## config.mk

```make
export PLATFORM = sky130hd
export DESIGN_NAME = i2c_domain_arbiter
export DESIGN_NICKNAME = d
export VERILOG_FILES = /design/src/rtl/i2c_arb_pkg.sv /design/src/rtl/i2c_arb_timer.sv /design/src/rtl/i2c_domain_arbiter.sv
export SDC_FILE = /design/constraint.sdc
export NUM_CORES = 1
export LEC_CHECK = 0
export CORE_MARGIN = 4
export CORE_UTILIZATION = 45
export DETAILED_ROUTE_END_ITERATION = 16
export PLACE_DENSITY = 0.86
export SYNTH_ARGS = -nofsm -noshare
export SYNTH_HDL_FRONTEND = slang
export SYNTH_HIERARCHICAL = 1
export SYNTH_SLANG_ARGS = --single-unit
```

## constraint.sdc

```tcl
create_clock -name clk -period 3.02 [get_ports clk]
set_clock_uncertainty 0.2 [all_clocks]
set_input_delay 0.453 -clock clk [delete_from_list [all_inputs] [get_ports clk]]
set_output_delay 0.453 -clock clk [all_outputs]
set_load 0.02 [all_outputs]
```

## src/rtl/i2c_arb_pkg.sv

```systemverilog
// Shared constants for the two-domain I2C arbiter: FSM encoding, domain ids,
// default timing parameters and the round-robin pick helper.
package i2c_arb_pkg;

  typedef logic [2:0] arb_state_t;

  localparam arb_state_t ST_IDLE    = 3'd0;
  localparam arb_state_t ST_ISSUE   = 3'd1;
  localparam arb_state_t ST_WAIT    = 3'd2;
  localparam arb_state_t ST_DELIVER = 3'd3;
  localparam arb_state_t ST_GUARD   = 3'd4;

  localparam logic DOM_D1 = 1'b0;
  localparam logic DOM_D2 = 1'b1;

  localparam int unsigned DEF_GUARD_CYCLES   = 4;
  localparam logic [15:0] DEF_TIMEOUT_CYCLES = 16'hFFFF;

  // Under contention the domain that did not win last time is served.
  function automatic logic rr_pick(input logic req1, input logic req2,
                                   input logic last_grant);
    if (req1 && req2) return ~last_grant;
    else if (req2)    return DOM_D2;
    else              return DOM_D1;
  endfunction

endpackage

```

## src/rtl/i2c_arb_timer.sv

```systemverilog
// 16-bit loadable down-counter shared by the WAIT timeout and the GUARD interval.
// 'last' flags the final counted cycle so the FSM leaves as the count expires.
module i2c_arb_timer (
  input  logic        clk,
  input  logic        rst,
  input  logic        load,
  input  logic [15:0] load_val,
  input  logic        dec,
  output logic        zero,
  output logic        last
);

  logic [15:0] cnt_q, cnt_d;

  always_comb begin
    cnt_d = cnt_q;
    if (load) begin
      cnt_d = load_val;
    end else if (dec && (cnt_q != 16'd0)) begin
      cnt_d = cnt_q - 16'd1;
    end
  end

  always_ff @(posedge clk) begin
    if (rst) begin
      cnt_q <= 16'd0;
    end else begin
      cnt_q <= cnt_d;
    end
  end

  assign zero = (cnt_q == 16'd0);
  assign last = (cnt_q == 16'd1);

endmodule

```

## src/rtl/i2c_domain_arbiter.sv

```systemverilog
// Round-robin arbiter sharing one I2C read sequencer between domains D1 and D2,
// with a guard interval after every transaction before the domain may switch.
module i2c_domain_arbiter
  import i2c_arb_pkg::*;
#(
  parameter int unsigned GUARD_CYCLES   = DEF_GUARD_CYCLES,
  parameter logic [15:0] TIMEOUT_CYCLES = DEF_TIMEOUT_CYCLES
) (
  input  logic       clk,
  input  logic       rst,
  input  logic       req_d1,
  input  logic [6:0] addr_d1,
  output logic       ack_d1,
  output logic       err_d1,
  output logic [7:0] data_d1,
  input  logic       req_d2,
  input  logic [6:0] addr_d2,
  output logic       ack_d2,
  output logic       err_d2,
  output logic [7:0] data_d2,
  output logic       sys_start,
  output logic [6:0] sys_slave_addr,
  input  logic       sys_done,
  input  logic [7:0] sys_rd_data,
  output logic       domain_i2c,
  output logic       busy
);

  arb_state_t  state_q, state_d;
  logic        last_grant_q, last_grant_d;
  logic        domain_q, domain_d;
  logic [6:0]  addr_q, addr_d;
  logic [7:0]  cap_q, cap_d;
  logic        err_q, err_d;

  logic        sys_start_q, sys_start_d;
  logic        ack_d1_q, ack_d1_d, ack_d2_q, ack_d2_d;
  logic        err_d1_q, err_d1_d, err_d2_q, err_d2_d;
  logic [7:0]  data_d1_q, data_d1_d, data_d2_q, data_d2_d;
  logic        busy_q, busy_d;

  logic        grant;
  logic        tmr_load, tmr_dec, tmr_zero, tmr_last;
  logic [15:0] tmr_load_val;
  logic        enter_deliver;

  i2c_arb_timer u_timer (
    .clk      (clk),
    .rst      (rst),
    .load     (tmr_load),
    .load_val (tmr_load_val),
    .dec      (tmr_dec),
    .zero     (tmr_zero),
    .last     (tmr_last)
  );

  assign grant = rr_pick(req_d1, req_d2, last_grant_q);

  always_comb begin
    state_d      = state_q;
    last_grant_d = last_grant_q;
    domain_d     = domain_q;
    addr_d       = addr_q;
    cap_d        = cap_q;
    err_d        = err_q;
    tmr_load     = 1'b0;
    tmr_load_val = 16'd0;
    tmr_dec      = 1'b0;

    case (state_q)
      ST_IDLE: begin
        if (req_d1 || req_d2) begin
          domain_d     = grant;
          last_grant_d = grant;
          addr_d       = (grant == DOM_D2) ? addr_d2 : addr_d1;
          state_d      = ST_ISSUE;
        end
      end
      ST_ISSUE: begin
        tmr_load     = 1'b1;
        tmr_load_val = TIMEOUT_CYCLES;
        state_d      = ST_WAIT;
      end
      ST_WAIT: begin
        // A done arriving in the expiring cycle still wins over the timeout.
        if (sys_done) begin
          cap_d   = sys_rd_data;
          err_d   = 1'b0;
          state_d = ST_DELIVER;
        end else if (tmr_zero || tmr_last) begin
          cap_d   = 8'h00;
          err_d   = 1'b1;
          state_d = ST_DELIVER;
        end else begin
          tmr_dec = 1'b1;
        end
      end
      ST_DELIVER: begin
        tmr_load     = 1'b1;
        tmr_load_val = 16'(GUARD_CYCLES);
        cap_d        = 8'h00;
        state_d      = ST_GUARD;
      end
      ST_GUARD: begin
        if (tmr_zero || tmr_last) begin
          state_d = ST_IDLE;
        end else begin
          tmr_dec = 1'b1;
        end
      end
      default: begin
        state_d = ST_IDLE;
      end
    endcase
  end

  // Outputs are decoded from the next state so every port comes straight off a flop.
  always_comb begin
    enter_deliver = (state_q == ST_WAIT) && (state_d == ST_DELIVER);
    sys_start_d   = (state_d == ST_ISSUE);
    busy_d        = (state_d != ST_IDLE);
    ack_d1_d      = enter_deliver && (domain_q == DOM_D1);
    ack_d2_d      = enter_deliver && (domain_q == DOM_D2);
    err_d1_d      = ack_d1_d && err_d;
    err_d2_d      = ack_d2_d && err_d;
    data_d1_d     = ack_d1_d ? cap_d : 8'h00;
    data_d2_d     = ack_d2_d ? cap_d : 8'h00;
  end

  always_ff @(posedge clk) begin
    if (rst) begin
      state_q      <= ST_IDLE;
      last_grant_q <= DOM_D2;
      domain_q     <= DOM_D1;
      addr_q       <= 7'h00;
      cap_q        <= 8'h00;
      err_q        <= 1'b0;
      sys_start_q  <= 1'b0;
      ack_d1_q     <= 1'b0;
      ack_d2_q     <= 1'b0;
      err_d1_q     <= 1'b0;
      err_d2_q     <= 1'b0;
      data_d1_q    <= 8'h00;
      data_d2_q    <= 8'h00;
      busy_q       <= 1'b0;
    end else begin
      state_q      <= state_d;
      last_grant_q <= last_grant_d;
      domain_q     <= domain_d;
      addr_q       <= addr_d;
      cap_q        <= cap_d;
      err_q        <= err_d;
      sys_start_q  <= sys_start_d;
      ack_d1_q     <= ack_d1_d;
      ack_d2_q     <= ack_d2_d;
      err_d1_q     <= err_d1_d;
      err_d2_q     <= err_d2_d;
      data_d1_q    <= data_d1_d;
      data_d2_q    <= data_d2_d;
      busy_q       <= busy_d;
    end
  end

  assign sys_start      = sys_start_q;
  assign sys_slave_addr = addr_q;
  assign domain_i2c     = domain_q;
  assign busy           = busy_q;
  assign ack_d1         = ack_d1_q;
  assign ack_d2         = ack_d2_q;
  assign err_d1         = err_d1_q;
  assign err_d2         = err_d2_q;
  assign data_d1        = data_d1_q;
  assign data_d2        = data_d2_q;

endmodule

```

==> impl_metrics.env, run 1 <==
export IMPL_outcome="finished, final reports clean"
export IMPL_synthesis_nets=311
export IMPL_fin_tns_setup_ps=0
export IMPL_nets=372
export IMPL_end_kind="flip-flop"
export IMPL_cp_slowest_cell="or4_1"
export IMPL_syn_area_um2=2530
export IMPL_p_switching_mw=1.02
export IMPL_ir_drop_mv=0.530
export IMPL_antenna_found_initial=0
export IMPL_wl_met3_um=379
export IMPL_cts_htree_levels=3
export IMPL_cts_tree="yes"
export IMPL_final_cell_mix="dfxtp_1, clkdlybuf4s50_1, nor2_1, a21oi_1, nand2_1"
export IMPL_slowest_delay_ps=460
export IMPL_grt_pass1_wl_um=10600
export IMPL_critPathTopFamily="simple AND/OR/NAND/NOR gates"
export IMPL_async_flop_share=0
export IMPL_dpl_hpwl_um=4340
export IMPL_ys_flop_type="dfxtp_1"
export IMPL_min_period_ps=2860
export IMPL_post_route_drc_count=0
export IMPL_rows=27
export IMPL_cts_hold_buf=0
export IMPL_grt_ovfl_total=0
export IMPL_routedWlPerCell_um=14.9
export IMPL_core_um2=5470
export IMPL_clk_pin_slew_worst_paths_ps=70
export IMPL_gp_routability_congestion=0.874
export IMPL_drtIter0Drc=88
export IMPL_cpMostUsedCell="a211oi_1"
export IMPL_ant_nets=0
export IMPL_cap_violations=0
export IMPL_clkPwrFrac=0.296
export IMPL_grtUsageTotal=0.188
export IMPL_grt_pass1_vias=2268
export IMPL_synth_seq_cells=57
export IMPL_final_common_cell="dfxtp_1"
export IMPL_finalHoldViolCount=0
export IMPL_power_leakage_nw=1.24
export IMPL_synth_distinct_cells=50
export IMPL_m1WireLength_um=2700
export IMPL_clock_insertion_delay_worst_skew_ps=340
export IMPL_synthToLayoutAreaGrowth_pct=35.3
export IMPL_routed_wirelength_um=6240
export IMPL_synth_avg_cell_area_um2=8.97
export IMPL_slew_violations=0
export IMPL_worstPathMaxFanout=6
export IMPL_power_frac_comb=0.364
export IMPL_top_layer_used="met4"
export IMPL_clock_path_buffers=2
export IMPL_p_int_mw=1.91
export IMPL_synth_seq_area_share=0.451
export IMPL_p_per_area_nw_per_um2=857
export IMPL_netlist_instances=282
export IMPL_timing_hold_ws_ps=264
export IMPL_fmax_ghz=0.350
export IMPL_power_share_switching=0.349
export IMPL_drive_above_1_share=0.115
export IMPL_pwr_share_seq=0.340
export IMPL_cts_buffers=9
export IMPL_diodes=0
export IMPL_cts_setup_buffers=0
export IMPL_max_slew_margin=0.567
export IMPL_numPortBuffers=56
export IMPL_critPathKind="flip-flop to flip-flop"
export IMPL_pin_count=57
export IMPL_yosys_warnings=6
export IMPL_worstPathArrival_ps=2920
export IMPL_cp_buffers_inverters=1
export IMPL_report_final_setup_viol=0
export IMPL_hold_path_class="flip-flop to flip-flop"
export IMPL_n_fill_cell=452
export IMPL_viasPerCell=5.66
export IMPL_die_h_um=83.0
export IMPL_dr_total_vias=2378
export IMPL_dieArea_um2=6890
export IMPL_clockRootBuffer="clkbuf_8"
export IMPL_die_x_um=83.0
export IMPL_cts_sinks=57
export IMPL_synth_edf_count=0
export IMPL_rsz0062_at_grt="no"
export IMPL_drt_first_pass_iters=5
export IMPL_post_route_period_util=0.946
export IMPL_grt_max_degree=42
export IMPL_wl_met2_um=3030
export IMPL_crit_chain="inv_1 -> ha_1 -> or4b_2 -> nor4_4 -> nor2_1 -> and3b_1 -> nand3b_1 -> or4_1 -> a211oi_1 -> a211oi_1 -> nor3_1"
export IMPL_start_util=0.462
export IMPL_tightest_slew_ps=645
export IMPL_crit_required_ps=3080
export IMPL_cp_start_kind="flip-flop"
[power groups by stage]
stage	clock network, mW	logic, mW	registers (mW)
global route	0.908	1.18	1.01
floorplan	0	0.716	1.02
CTS	0.876	1.05	0.993
detailed placement	0	1.04	1.01
finish	0.867	1.07	0.998
global placement	0	1.02	1.00
[registers in the layout, indices dropped and copies added, names as in the netlist]
register / cells
data_d2: 8
state_q: 3
err_d1: 1
ack_d1: 1
data_d1: 8
sys_slave_addr: 7
cap_q: 7
busy: 1
domain_i2c: 1
last_grant_q: 1
ack_d2: 1
u_timer/cnt_q: 16
sys_start: 1
err_d2: 1
[routing by layer]
metal  global-route usage  vias to the layer above
li1                     -                     1159
met1                0.221                     1103
met2                0.314                       99
met3               0.0526                       17
met4               0.0936                        0
met5                    0                        -
[final timing paths]
kind | start | endpoint | slack [ps] | depth (start not counted)
max | u_timer/cnt_q[0] | u_timer/cnt_q[6] | 160 | 11
min | sys_slave_addr[3] | sys_slave_addr[3] | 260 | 2
max reg2reg | u_timer/cnt_q[0] | u_timer/cnt_q[6] | 160 | 11
min reg2reg | sys_slave_addr[3] | sys_slave_addr[3] | 260 | 2
[cell usage after synthesis (3+ instances only)]
cell       n  area [um^2]
nor2b_1   11         68.8
nor3_1    13         65.1
nor2_1    24         90.1
o32ai_1    7         61.3
nor4_1    11         68.8
a221oi_1   7         61.3
nand3b_1   3         22.5
or3_1      7         43.8
nand2b_1   6         37.5
clkbuf_1  10         37.5
nand2_1   15         56.3
a21oi_1   20          100
dfxtp_1   57         1140
o21ai_0    9         45.0
nand3_1   10         50.1
inv_1     12         45.0
xnor2_1   11         96.3
a211oi_1   9         67.6
[metrics by stage]
stage,utilization,power [mW],setup slack [ps],area (um^2),std cells
final,0.625,2.93,163,3420,420
after global routing,0.625,3.10,5.49,3420,420
after CTS,0.624,2.92,194,3420,420
after detailed placement,0.580,2.05,198,3170,404
after global placement,0.580,2.02,294,3170,404
after floorplan,-,1.74,106,2530,282
[cells by family (layout without fill, tap and decap cells)]
group | Yosys count | count (layout) | synth area share
AOI/OAI and AO/OA | 69 | 69 | 0.190
xor gates and xnor gates | 11 | 11 | 0.0381
adders and majority gates | 2 | 2 | 0.00989
buffers and inverters | 28 | 94 | 0.0485
DFF | 57 | 57 | 0.451
and+or+nand+nor | 115 | 115 | 0.262
[final cells by class]
class | instances | area (um^2) | share of cell area
multi-input cells | 197 | 1270 | 0.371
well taps | 72 | 90.1 | 0.0263
repair buffers | 65 | 628 | 0.184
clock inverters | 6 | 105 | 0.0307
clock buffers | 10 | 138 | 0.0402
flip-flops and latches | 57 | 1140 | 0.333
inverters | 13 | 48.8 | 0.0143
[worst register-to-register path, delay by kind of cell (launching register included)]
| kind | cells | cell delay [ps] |
|---|---|---|
| compound gates | 2 | 360 |
| buf+inv | 1 | 80 |
| flops | 1 | 350 |
| simple gates | 7 | 1540 |
| fa+ha+maj | 1 | 240 |
[repair_timing]
item | in CTS | in global routing
gates resized for setup | 0 | 1
endpoints found under the hold margin | 0 | 0
setup endpoints to repair | 0 | 1
Power figures use the tool's default switching activity.
==> run 2: changes to the inputs <==
CORE_ASPECT_RATIO = 0.7   (was unset)
==> impl_metrics.env, run 2 (same netlist as run 1, synthesis figures left out) <==
export IMPL_die_x_um=97.6
export IMPL_rows=22
export IMPL_grt_max_degree=42
export IMPL_pwr_share_seq=0.363
export IMPL_p_switching_mw=1.05
export IMPL_rr_worst_depth=11
export IMPL_largest_reg_flops=16
export IMPL_post_route_drc_count=0
export IMPL_cap_violations=0
export IMPL_stdcell_area_um2=3400
export IMPL_end_kind="flip-flop"
export IMPL_ant_nets=0
export IMPL_dr_total_vias=2360
export IMPL_multiInputGateArea_um2=1270
export IMPL_place_inst=403
export IMPL_max_slew_margin=0.564
export IMPL_tightest_slew_ps=650
export IMPL_fmax_ghz=0.344
export IMPL_core_um2=5340
export IMPL_viasPerCell=5.58
export IMPL_clock_insertion_delay_worst_skew_ps=340
export IMPL_clock_path_buffers=2
export IMPL_hold_path_class="flip-flop to flip-flop"
export IMPL_pin_count=57
export IMPL_ir_drop_mv=0.336
export IMPL_finalPower_mw=2.78
export IMPL_top_register="u_timer/cnt_q"
export IMPL_cts_sinks=57
export IMPL_crit_chain="inv_1 -> ha_2 -> or4b_4 -> nor4_4 -> nor2_1 -> and3b_2 -> nand3b_1 -> buf_4 -> nor4_1 -> xnor2_1 -> a211oi_1"
export IMPL_timing_rr_start="u_timer/cnt_q[0]"
export IMPL_min_from="sys_slave_addr[1]"
export IMPL_drt_first_pass_iters=5
export IMPL_start_util=0.474
export IMPL_final_cell_mix="dfxtp_1, clkdlybuf4s50_1, nor2_1, a21oi_1, nand2_1"
export IMPL_nets=375
export IMPL_grt_ovfl_total=0
export IMPL_holdPathStages=2
export IMPL_clockRootBuffer="clkbuf_8"
export IMPL_drtIter0Drc=159
export IMPL_crit_required_ps=3070
export IMPL_diodes=0
export IMPL_finalHoldViolCount=0
export IMPL_die_h_um=70.7
export IMPL_cts_tree="yes"
export IMPL_final_common_cell="dfxtp_1"
export IMPL_power_leakage_nw=1.22
export IMPL_numPortBuffers=56
export IMPL_critPathTopFamily="simple AND/OR/NAND/NOR gates"
export IMPL_critPathKind="flip-flop to flip-flop"
export IMPL_power_share_switching=0.376
export IMPL_cp_slowest_cell="or4b_4"
export IMPL_placed_area_um2=3170
export IMPL_worstPathArrival_ps=2960
export IMPL_timing_hold_ws_ps=267
export IMPL_p_per_area_nw_per_um2=818
export IMPL_slowest_delay_ps=490
export IMPL_power_frac_comb=0.391
export IMPL_report_final_setup_viol=0
export IMPL_grt_pass1_wl_um=10600
export IMPL_drive_above_1_share=0.125
export IMPL_cts_htree_levels=3
export IMPL_post_route_period_util=0.963
export IMPL_slew_violations=0
export IMPL_dieArea_um2=6910
export IMPL_outcome="finished, final reports clean"
export IMPL_regArea_um2=1140
export IMPL_reg2reg_slack_ps=110
export IMPL_stdcell_count=423
export IMPL_synthToLayoutAreaGrowth_pct=34.4
export IMPL_routed_wirelength_um=6360
export IMPL_gp_routability_congestion=0.902
export IMPL_cp_buffers_inverters=2
export IMPL_cts_buffers=9
export IMPL_min_to="sys_slave_addr[1]"
export IMPL_grtUsageTotal=0.188
export IMPL_min_period_ps=2910
export IMPL_dpl_hpwl_um=4440
export IMPL_antenna_found_initial=0
export IMPL_clkPwrFrac=0.246
export IMPL_p_int_mw=1.74
export IMPL_clk_pin_slew_worst_paths_ps=70
export IMPL_n_fill_cell=455
export IMPL_grt_pass1_vias=2152
export IMPL_r2r_end="u_timer/cnt_q[12]"
export IMPL_cp_start_kind="flip-flop"
export IMPL_worstPathMaxFanout=5
export IMPL_routedWlPerCell_um=15.0
-- run 2: cell types whose count changed in the layout (fill, tap and decap cells not counted) --
cell	delta
clkinv_2	-1
clkbuf_8	-1
buf_4	+3
bufinv_16	-2
or4b_2	-1
ha_2	+1
clkinvlp_4	+3
or3_1	+1
and3b_1	-1
ha_1	-1
and3b_2	+1
clkinv_4	+1
or3_4	-1
or4b_4	+1
-- run 2: per-stage QoR --
step            util  setup WS, ps  TNS, ps
2_1_floorplan      -           106        0
3_3_place_gp   0.593           248        0
3_5_place_dp   0.593          96.0        0
4_1_cts        0.630          63.7        0
5_1_grt        0.637         -21.0    -25.5
6_report       0.637           112        0
-- run 2: cell type report --
| type | instances | area share |
|---|---|---|
| inverters | 13 | 0.0144 |
| well taps | 72 | 0.0265 |
| clock inverters | 7 | 0.0210 |
| clock buffers | 9 | 0.0364 |
| flip-flops and latches | 57 | 0.336 |
| repair buffers | 68 | 0.191 |
| multi-input cells | 197 | 0.375 |
-- run 2: what timing repair did --
item                       4_1_cts  5_1_grt
setup buffers                    0        4
resized for setup                0        3
hold buffers                     0        0
setup endpoints to repair        0       11
-- run 2: worst max path at each step --
| stage | from | to | slack, ps | cells after the start |
|---|---|---|---|---|
| global route | u_timer/cnt_q[1] | u_timer/cnt_q[12] | -20 | 11 |
| detailed placement | u_timer/cnt_q[0] | u_timer/cnt_q[6] | 100 | 11 |
| global placement | u_timer/cnt_q[0] | u_timer/cnt_q[6] | 250 | 11 |
| floorplan | u_timer/cnt_q[0] | u_timer/cnt_q[6] | 110 | 11 |
| finish | u_timer/cnt_q[0] | u_timer/cnt_q[12] | 110 | 11 |
| CTS | u_timer/cnt_q[0] | u_timer/cnt_q[6] | 60 | 11 |
-- run 2: power by group through the flow --
stage,sequential (mW),clock [mW],combinational [mW]
after CTS,1.01,0.699,1.04
final,1.01,0.685,1.09
after global routing,1.03,0.736,1.18
after global placement,1.01,0,1.01
after detailed placement,1.02,0,1.03
after floorplan,1.02,0,0.716
-- run 2: tightest hold or removal path: stages (launching register included) --
cell and delay [ps]:
dfxtp_1 310, inv_1 40, a221oi_1 60
-- run 2: layer usage --
layer | part of all wire | global-route usage | up-vias
met4 | 0.014 | 0.0737 | 0
li1 | - | - | 1158
met1 | 0.47 | 0.260 | 1092
met3 | 0.086 | 0.0581 | 7
met5 | 0 | 0 | -
met2 | 0.43 | 0.276 | 103
==> run 3: changes to the inputs <==
CORE_UTILIZATION = 47   (was 45)
CTS_BUF_LIST = sky130_fd_sc_hd__clkbuf_4 sky130_fd_sc_hd__clkbuf_8   (was unset)
PLACE_DENSITY = 0.88   (was 0.86)
SLEW_MARGIN = 20   (was unset)
==> impl_metrics.env, run 3 (same netlist as run 1, synthesis figures left out) <==
export IMPL_ant_nets=0
export IMPL_wl_met2_um=2750
export IMPL_cts_buffers=9
export IMPL_drt_first_pass_iters=4
export IMPL_die_x_um=95.7
export IMPL_clock_insertion_delay_worst_skew_ps=330
export IMPL_cpMostUsedCell="a211oi_1"
export IMPL_timing_hold_ws_ps=272
export IMPL_worstPathArrival_ps=2860
export IMPL_drtIter0Drc=173
export IMPL_cts_sinks=57
export IMPL_diodes=0
export IMPL_clockRootBuffer="clkbuf_8"
export IMPL_p_switching_mw=1.02
export IMPL_hold_path_class="flip-flop to flip-flop"
export IMPL_clock_path_buffers=2
export IMPL_p_per_area_nw_per_um2=817
export IMPL_final_common_cell="dfxtp_1"
export IMPL_top_layer_used="met4"
export IMPL_viasPerCell=5.58
export IMPL_cap_violations=0
export IMPL_drive_above_1_share=0.123
export IMPL_antenna_found_initial=0
export IMPL_end_kind="flip-flop"
export IMPL_p_int_mw=1.75
export IMPL_gp_routability_congestion=0.958
export IMPL_timing_rr_start="u_timer/cnt_q[1]"
export IMPL_grtUsageTotal=0.200
export IMPL_report_final_setup_viol=0
export IMPL_max_slew_margin=0.563
export IMPL_grt_max_degree=42
export IMPL_power_frac_comb=0.386
export IMPL_n_fill_cell=432
export IMPL_critPathLaunch="u_timer/cnt_q[1]"
export IMPL_final_cell_mix="dfxtp_1, clkdlybuf4s50_1, nor2_1, a21oi_1, nand2_1"
export IMPL_post_route_period_util=0.949
export IMPL_pin_count=57
export IMPL_cp_start_kind="flip-flop"
export IMPL_power_share_switching=0.367
export IMPL_rows=22
export IMPL_critPathKind="flip-flop to flip-flop"
export IMPL_stdcell_count=422
export IMPL_clk_pin_slew_worst_paths_ps=70
export IMPL_grt_pass1_wl_um=10600
export IMPL_placed_area_um2=3170
export IMPL_synthToLayoutAreaGrowth_pct=34.1
export IMPL_slowest_delay_ps=630
export IMPL_numPortBuffers=56
export IMPL_rr_worst_depth=12
export IMPL_power_leakage_nw=1.22
export IMPL_ir_drop_mv=0.375
export IMPL_clkPwrFrac=0.255
export IMPL_grt_ovfl_total=0
export IMPL_cp_endpoint="u_timer/cnt_q[6]"
export IMPL_r2r_end="u_timer/cnt_q[6]"
export IMPL_finalPower_mw=2.77
export IMPL_largest_reg_flops=16
export IMPL_dpl_hpwl_um=4330
export IMPL_cts_htree_levels=3
export IMPL_crit_chain="inv_1 -> ha_2 -> or4b_2 -> nor4_4 -> nor2_1 -> and3b_2 -> nand3b_1 -> buf_4 -> or4_1 -> a211oi_1 -> a211oi_1 -> nor3_1"
export IMPL_nets=374
export IMPL_min_period_ps=2870
export IMPL_routed_wirelength_um=6170
export IMPL_core_um2=5230
export IMPL_grt_pass1_vias=2236
export IMPL_outcome="finished, final reports clean"
export IMPL_slew_violations=0
export IMPL_layout_setup_ws_ps=153
export IMPL_crit_required_ps=3020
export IMPL_dieArea_um2=6640
export IMPL_post_route_drc_count=0
export IMPL_reg2reg_slack_ps=150
export IMPL_dr_total_vias=2353
export IMPL_m1WireLength_um=2820
export IMPL_stdcell_area_um2=3390
export IMPL_wl_met3_um=518
export IMPL_cts_tree="yes"
export IMPL_tightest_slew_ps=651
export IMPL_start_util=0.484
export IMPL_routedWlPerCell_um=14.6
export IMPL_die_h_um=69.4
export IMPL_place_inst=404
export IMPL_pwr_share_seq=0.359
export IMPL_worstPathMaxFanout=6
export IMPL_place_ws_ps=2.92
export IMPL_cp_slowest_cell="or4b_2"
export IMPL_top_register="u_timer/cnt_q"
export IMPL_fmax_ghz=0.349
export IMPL_finalHoldViolCount=0
==> run 3: cell count changes in the layout (fill, tap and decap cells not counted), sizes merged <==
cell / delta
buf: -1
clkbuf: +2
clkinv: -1
clkinvlp: -1
==> run 3: final cells by class <==
cell class / instances / area, um^2 / area share
Clock buffer: 11 / 145 / 0.0428
Sequential cell: 57 / 1140 / 0.336
Tap cell: 72 / 90.1 / 0.0265
Multi-Input combinational cell: 197 / 1270 / 0.374
Clock inverter: 5 / 55.1 / 0.0162
Timing Repair Buffer: 67 / 643 / 0.190
Inverter: 13 / 48.8 / 0.0144
==> run 3: timing repair <==
item,4_1_cts,5_1_grt
endpoints found under the setup margin,0,8
resized for setup,0,2
setup buffers,0,2
hold buffers,0,0
==> run 3: how the worst min path moves through the flow <==
stage                       from  slack [ps]  cells after the start                 to
3_5_place_dp   sys_slave_addr[2]         260                      2  sys_slave_addr[2]
5_1_grt        sys_slave_addr[1]         290                      2  sys_slave_addr[1]
2_1_floorplan       last_grant_q         310                      1       last_grant_q
4_1_cts        sys_slave_addr[2]         270                      2  sys_slave_addr[2]
6_report       sys_slave_addr[6]         270                      2  sys_slave_addr[6]
3_3_place_gp   sys_slave_addr[0]         250                      2  sys_slave_addr[0]
==> run 3: power groups by stage <==
stage                     Sequential (mW)  Clock [mW]  Combinational, mW
final                               0.997       0.706               1.07
after global routing                 1.02       0.757               1.17
after CTS                           0.996       0.712               1.05
after detailed placement             1.01           0               1.04
after global placement               1.00           0               1.02
after floorplan                      1.02           0              0.716
==> run 3: through the flow <==
step                setup TNS (ps)   util
floorplan                        0      -
global placement                 0  0.607
detailed placement               0  0.607
CTS                              0  0.645
global route                 -10.1  0.649
finish                           0  0.649
==> run 3: worst max-delay path, delay by kind of cell (launching register included) <==
family	cells	cell delay, ps
compound gates	2	260
fa+ha+maj	1	220
buf+inv	2	240
flops	1	320
simple gates	7	1500
==> run 3: per-layer routing <==
layer | up-vias | global-route usage
li1 | 1159 | -
met1 | 1095 | 0.274
met2 | 90 | 0.297
met3 | 9 | 0.0683
met4 | 0 | 0.0599
met5 | - | 0
